[src/rtl/packet_tx_framer.sv]
// Packet transmit framer: serialises header, source, destination and
// type-dependent payload words over a valid/ready stream.
module packet_tx_framer #(
    parameter int SEQ_W = 8
) (
    input  logic        clk,
    input  logic        nrst,
    input  logic        start,
    input  logic [2:0]  fPktType,
    input  logic [15:0] myNodeID,
    input  logic [15:0] destinationID,
    input  logic [15:0] pl0,
    input  logic [15:0] pl1,
    input  logic [15:0] pl2,
    input  logic [15:0] pl3,
    input  logic        tx_ready,
    output logic        tx_valid,
    output logic [15:0] tx_data,
    output logic        tx_last,
    output logic        busy,
    output logic        done,
    output logic        err_type
);

    typedef enum logic [2:0] {
        IDLE,
        HDR,
        SRC,
        DST,
        PAY,
        DONE
    } state_t;

    state_t           r_state;
    state_t           w_next;
    logic [2:0]       r_type;
    logic [2:0]       r_plcnt;
    logic [15:0]      r_src;
    logic [15:0]      r_dst;
    logic [3:0][15:0] r_pl;
    logic [1:0]       r_idx;
    logic [SEQ_W-1:0] r_seq;
    logic             r_err;

    logic             w_start_ok;
    logic             w_bad_type;
    logic             w_fire;
    logic             w_pay_last;
    logic [7:0]       w_seq8;

    function automatic logic [2:0] f_plcnt(input logic [2:0] t);
        case (t)
            3'b000:  f_plcnt = 3'd4;
            3'b010:  f_plcnt = 3'd2;
            3'b100:  f_plcnt = 3'd1;
            3'b101:  f_plcnt = 3'd2;
            3'b110:  f_plcnt = 3'd2;
            default: f_plcnt = 3'd0;
        endcase
    endfunction

    assign w_bad_type = (fPktType == 3'b111);
    assign w_start_ok = (r_state == IDLE) && start && !w_bad_type;
    assign w_fire     = tx_valid && tx_ready;
    assign w_pay_last = (({1'b0, r_idx} + 3'd1) == r_plcnt);
    // Header carries 8 seq bits whatever the counter width
    assign w_seq8     = 8'(r_seq);

    assign busy     = (r_state != IDLE);
    assign done     = (r_state == DONE);
    assign err_type = r_err;

    always_ff @(posedge clk) begin
        if (nrst) begin
            r_state <= IDLE;
        end else begin
            r_state <= w_next;
        end
    end

    always_comb begin
        w_next   = r_state;
        tx_valid = 1'b0;
        tx_data  = 16'h0000;
        tx_last  = 1'b0;
        case (r_state)
            IDLE: begin
                if (w_start_ok) w_next = HDR;
            end
            HDR: begin
                tx_valid = 1'b1;
                tx_data  = {r_type, r_plcnt, 2'b00, w_seq8};
                if (w_fire) w_next = SRC;
            end
            SRC: begin
                tx_valid = 1'b1;
                tx_data  = r_src;
                if (w_fire) w_next = DST;
            end
            DST: begin
                tx_valid = 1'b1;
                tx_data  = r_dst;
                tx_last  = (r_plcnt == 3'd0);
                if (w_fire) w_next = (r_plcnt == 3'd0) ? DONE : PAY;
            end
            PAY: begin
                tx_valid = 1'b1;
                tx_data  = r_pl[r_idx];
                tx_last  = w_pay_last;
                if (w_fire && w_pay_last) w_next = DONE;
            end
            DONE: begin
                w_next = IDLE;
            end
            default: begin
                w_next = IDLE;
            end
        endcase
    end

    always_ff @(posedge clk) begin
        if (nrst) begin
            r_type  <= 3'd0;
            r_plcnt <= 3'd0;
            r_src   <= 16'h0000;
            r_dst   <= 16'h0000;
            r_pl    <= '0;
            r_idx   <= 2'd0;
            r_seq   <= '0;
            r_err   <= 1'b0;
        end else begin
            r_err <= (r_state == IDLE) && start && w_bad_type;
            if (w_start_ok) begin
                r_type  <= fPktType;
                r_plcnt <= f_plcnt(fPktType);
                r_src   <= myNodeID;
                r_dst   <= destinationID;
                r_pl    <= {pl3, pl2, pl1, pl0};
                r_idx   <= 2'd0;
            end
            if (r_state == PAY && w_fire) begin
                r_idx <= r_idx + 2'd1;
            end
            if (r_state == DONE) begin
                r_seq <= r_seq + SEQ_W'(1);
            end
        end
    end

endmodule

[config.mk]
export PLATFORM = sky130hd
export DESIGN_NAME = packet_tx_framer
export DESIGN_NICKNAME = d
export VERILOG_FILES = /design/src/rtl/packet_tx_framer.sv
export SDC_FILE = /design/constraint.sdc
export NUM_CORES = 1
export LEC_CHECK = 0
export CAP_MARGIN = 40
export CORE_MARGIN = 2
export CORE_UTILIZATION = 55
export DETAILED_ROUTE_END_ITERATION = 7
export DONT_BUFFER_PORTS = 1
export HOLD_SLACK_MARGIN = 0.05
export PLACE_DENSITY = 0.76
export SLEW_MARGIN = 20
export SYNTH_ARGS = -nofsm -noshare
export SYNTH_HDL_FRONTEND = slang
export SYNTH_SLANG_ARGS = --single-unit
export TNS_END_PERCENT = 100
[constraint.sdc]
create_clock -name clk -period 3.33 [get_ports clk]
set_input_delay 0.4995 -clock clk [delete_from_list [all_inputs] [get_ports clk]]
set_output_delay 0.4995 -clock clk [all_outputs]
set_load 0.05 [all_outputs]
==> results.json <==
{
  "grt_use_total_pct": 27.20,
  "endpoint_required_time_on_the_critical_path_ps": 2830,
  "yosys_top_cell_by_area": "dfxtp_1",
  "worstReg2RegEnd": "r_pl[63]",
  "final_core_util_pct": 65.36,
  "drt_pass1_iterations": 5,
  "drive_gt1_share_pct": 15.11,
  "postSynthNetCount": 734,
  "skew_ps": 11.27,
  "n_fill_cell": 762,
  "swShare_pct": 30.23,
  "gp_congestion": 0.8404,
  "clock_tree.buffer_depth": 2,
  "netlist_top_cells_area": "dfxtp_1, nand2_1, a21oi_1, mux4_2, mux2_2",
  "cts_sinks": 116,
  "post-route-min-period_ps": 3000,
  "achievable-frequency_mhz": 333.3,
  "ys.flop_type": "dfxtp_1",
  "timing.hold.ws_ps": 70.89,
  "critical_path.reg2reg.startpoint": "r_state[1]",
  "end_point_of_the_critical_path": "tx_data[6]",
  "syn_inst": 629,
  "slew_headroom_pct": 44.31,
  "placed_cells_incl_taps": 710,
  "placeableCoreArea_um2": 9153,
  "async_flop_share_pct": 0,
  "crit_fanout": 20,
  "critical_path.endpoint_type": "output port",
  "die_area_um2": 10130,
  "postRouteWirelength_um": 13700,
  "routed_via_count": 4476,
  "cts_made_buffers": 17,
  "grt_overflow": 0,
  "maxCapViolations": 0,
  "clk_pin_slew_worst_paths_ps": 60,
  "timing.final.crit_share_pct": 90.09,
  "report.final.setup_viol": 0,
  "postSynthRegisterBits": 116,
  "power.density_cell_area_nw_per_um2": 696.6,
  "post_drt_via_cell_ratio": 5.944,
  "start_util_pct": 56.12,
  "p_comb_share_pct": 17.6,
  "cts_tree": "built",
  "edff_count_synth": 0,
  "drc_errors": 0,
  "grt_setup_unrepaired": "no",
  "detailedRoute.firstIterationViolations": 225,
  "mostFrequentLayoutCells": "nand2_1, dfxtp_1, a21oi_1",
  "io-pin-count": 124,
  "antenna_cells": 0,
  "net_switching_power_figure_mw": 1.259,
  "reg2reg_depth": 6,
  "ant_nets": 0,
  "timing.final.ws_setup_ps": 330.1,
  "worst_path_largest_cell_delay_ps": 860,
  "sequential_cell_area_fraction_in_the_yosys_report_pct": 45.21,
  "fp.dieH_um": 100.6,
  "number_of_hold_slack_violations_in_the_final_timing_report": 0,
  "worstSetupStartpointType": "flop",
  "place_ws_ps": 833.1,
  "static_leakage_power_nw": 2.193,
  "final_cells": 753,
  "final_common_cell": "nand2_1",
  "io_buffer_count": 0,
  "number_of_antenna_violations_at_the_first_check_in_global_routing": 0,
  "timing_worst_setup_path_type": "reg -> out",
  "num-nets-final": 734,
  "syn_avg_cell_area_um2": 8.166,
  "cp.arrival_ps": 2500,
  "grt_pass1_wl_um": 21150,
  "synth_cell_types": 40,
  "run_status": "completed",
  "core.rowCount": 35,
  "grt_max_degree": 100,
  "internal_power_mw": 2.907,
  "report.final.slew_viol_count": 0,
  "synth.yosys.warnings": 0,
  "syn_area_um2": 5136,
  "synth_top_area_share_pct": 45.21,
  "setup_crit_start": "r_state[0]",
  "cts-root-buf": "clkbuf_8",
  "setup_tns_ps": 0,
  "irDropWorstVdd_mv": 0.4186,
  "clkLatencyLatePin_ps": 520,
  "min_path_type": "in -> reg",
  "first_global_vias": 4293,
  "worst-slew-pin-transition_ps": 834.2,
  "area.growth.synth_to_final_pct": 16.47,
  "cp_cell_sequence": "nor2b_1, a22oi_1, o21ai_1, buf_4",
  "die-width_um": 100.6,
  "routed_wire_length_per_instance_um": 18.19,
  "r2r_slack_ps": 1030,
  "postCtsSetupRepairBufs": 0,
  "dpl.hpwl_um": 8563,
  "power_share_of_the_sequential_group_pct": 39.3,
  "critPathSlowestCell": "dfxtp_1",
  "proportion_of_power_drawn_by_the_clock_network_pct": 43.0,
  "ctsHtreeMaxLevel": 4
}
-- worst min path at each step --
stage	from	end	slack [ps]	cells past startpoint
after floorplan	r_dst[0]	r_dst[0]	430	2
final	nrst	r_src[13]	70	1
after detailed placement	r_src[4]	r_src[4]	440	2
after global placement	r_pl[41]	r_pl[41]	430	2
after global routing	nrst	r_src[13]	50	1
after CTS	nrst	r_src[13]	50	1
-- power groups by stage --
| stage | clock network, mW | registers, mW | logic [mW] |
|---|---|---|---|
| final | 1.79 | 1.64 | 0.735 |
| after global routing | 1.88 | 1.65 | 0.799 |
| after CTS | 1.81 | 1.65 | 0.705 |
| after detailed placement | 0 | 1.67 | 0.669 |
| after global placement | 0 | 1.66 | 0.634 |
| after floorplan | 0 | 1.61 | 0.595 |
-- metrics by stage --
step	cell area, um^2	total power, mW
after floorplan	5136	2.210
after CTS	5921	4.161
after global placement	5230	2.296
after detailed placement	5250	2.340
final	5982	4.167
after global routing	5982	4.332
-- cell families after synthesis --
group	count (synthesis)	synth area share, %
DFF	116	45.21
muxes	33	10.67
adders and majority gates	2	0.4871
xor gates and xnor gates	11	1.876
AOI/OAI and AO/OA	143	15.05
and+or+nand+nor	269	21.95
buffers and inverters	55	4.750
-- synth_stat cells, drive strengths merged (2+ instances only) --
| library cell | n |
|---|---|
| mux2i | 3 |
| a22oi | 15 |
| mux4 | 16 |
| o21a | 2 |
| xor2 | 5 |
| o21ai | 18 |
| nand2 | 204 |
| nor4b | 2 |
| nor2 | 16 |
| buf | 23 |
| nor3 | 6 |
| nand3 | 22 |
| clkbuf | 31 |
| nor2b | 3 |
| xnor2 | 6 |
| nand4 | 4 |
| or3 | 3 |
| a21oi | 103 |
| dfxtp | 116 |
| ha | 2 |
| mux2 | 14 |
-- flip-flops by register name (all words and copies together), names as in the netlist --
register  count
r_pl         64
r_dst        16
r_src        16
r_seq         8
r_plcnt       3
r_state       3
r_type        3
r_idx         2
err_type      1
-- critical path: cells and delay by family, from the launching register on --
family          cells  cell delay [ps]
simple gates        1              510
buf+inv             1              230
compound gates      2              390
flops               1              860
-- layout make-up --
cell class	instances	area, um^2	area share (%)
multi-input combinational	458	2580	43.13
sequential	116	2322	38.82
clock buffer	19	441.7	7.383
timing repair buffer	35	346.6	5.794
clock inverter	13	148.9	2.489
tap	111	138.9	2.322
inverter	1	3.754	0.06275
-- layer usage --
metal	share of wire [%]	track usage, %
met1	40	34.13
met4	2.5	10.43
met2	48	44.26
met3	8.8	8.044
met5	0	0
-- repair_timing --
item / 4_1_cts / 5_1_grt
hold buffers: 7 / 0
endpoints found under the hold margin: 50 / 0
gates resized for setup: 0 / 0
(Power assumes the default switching activity.)
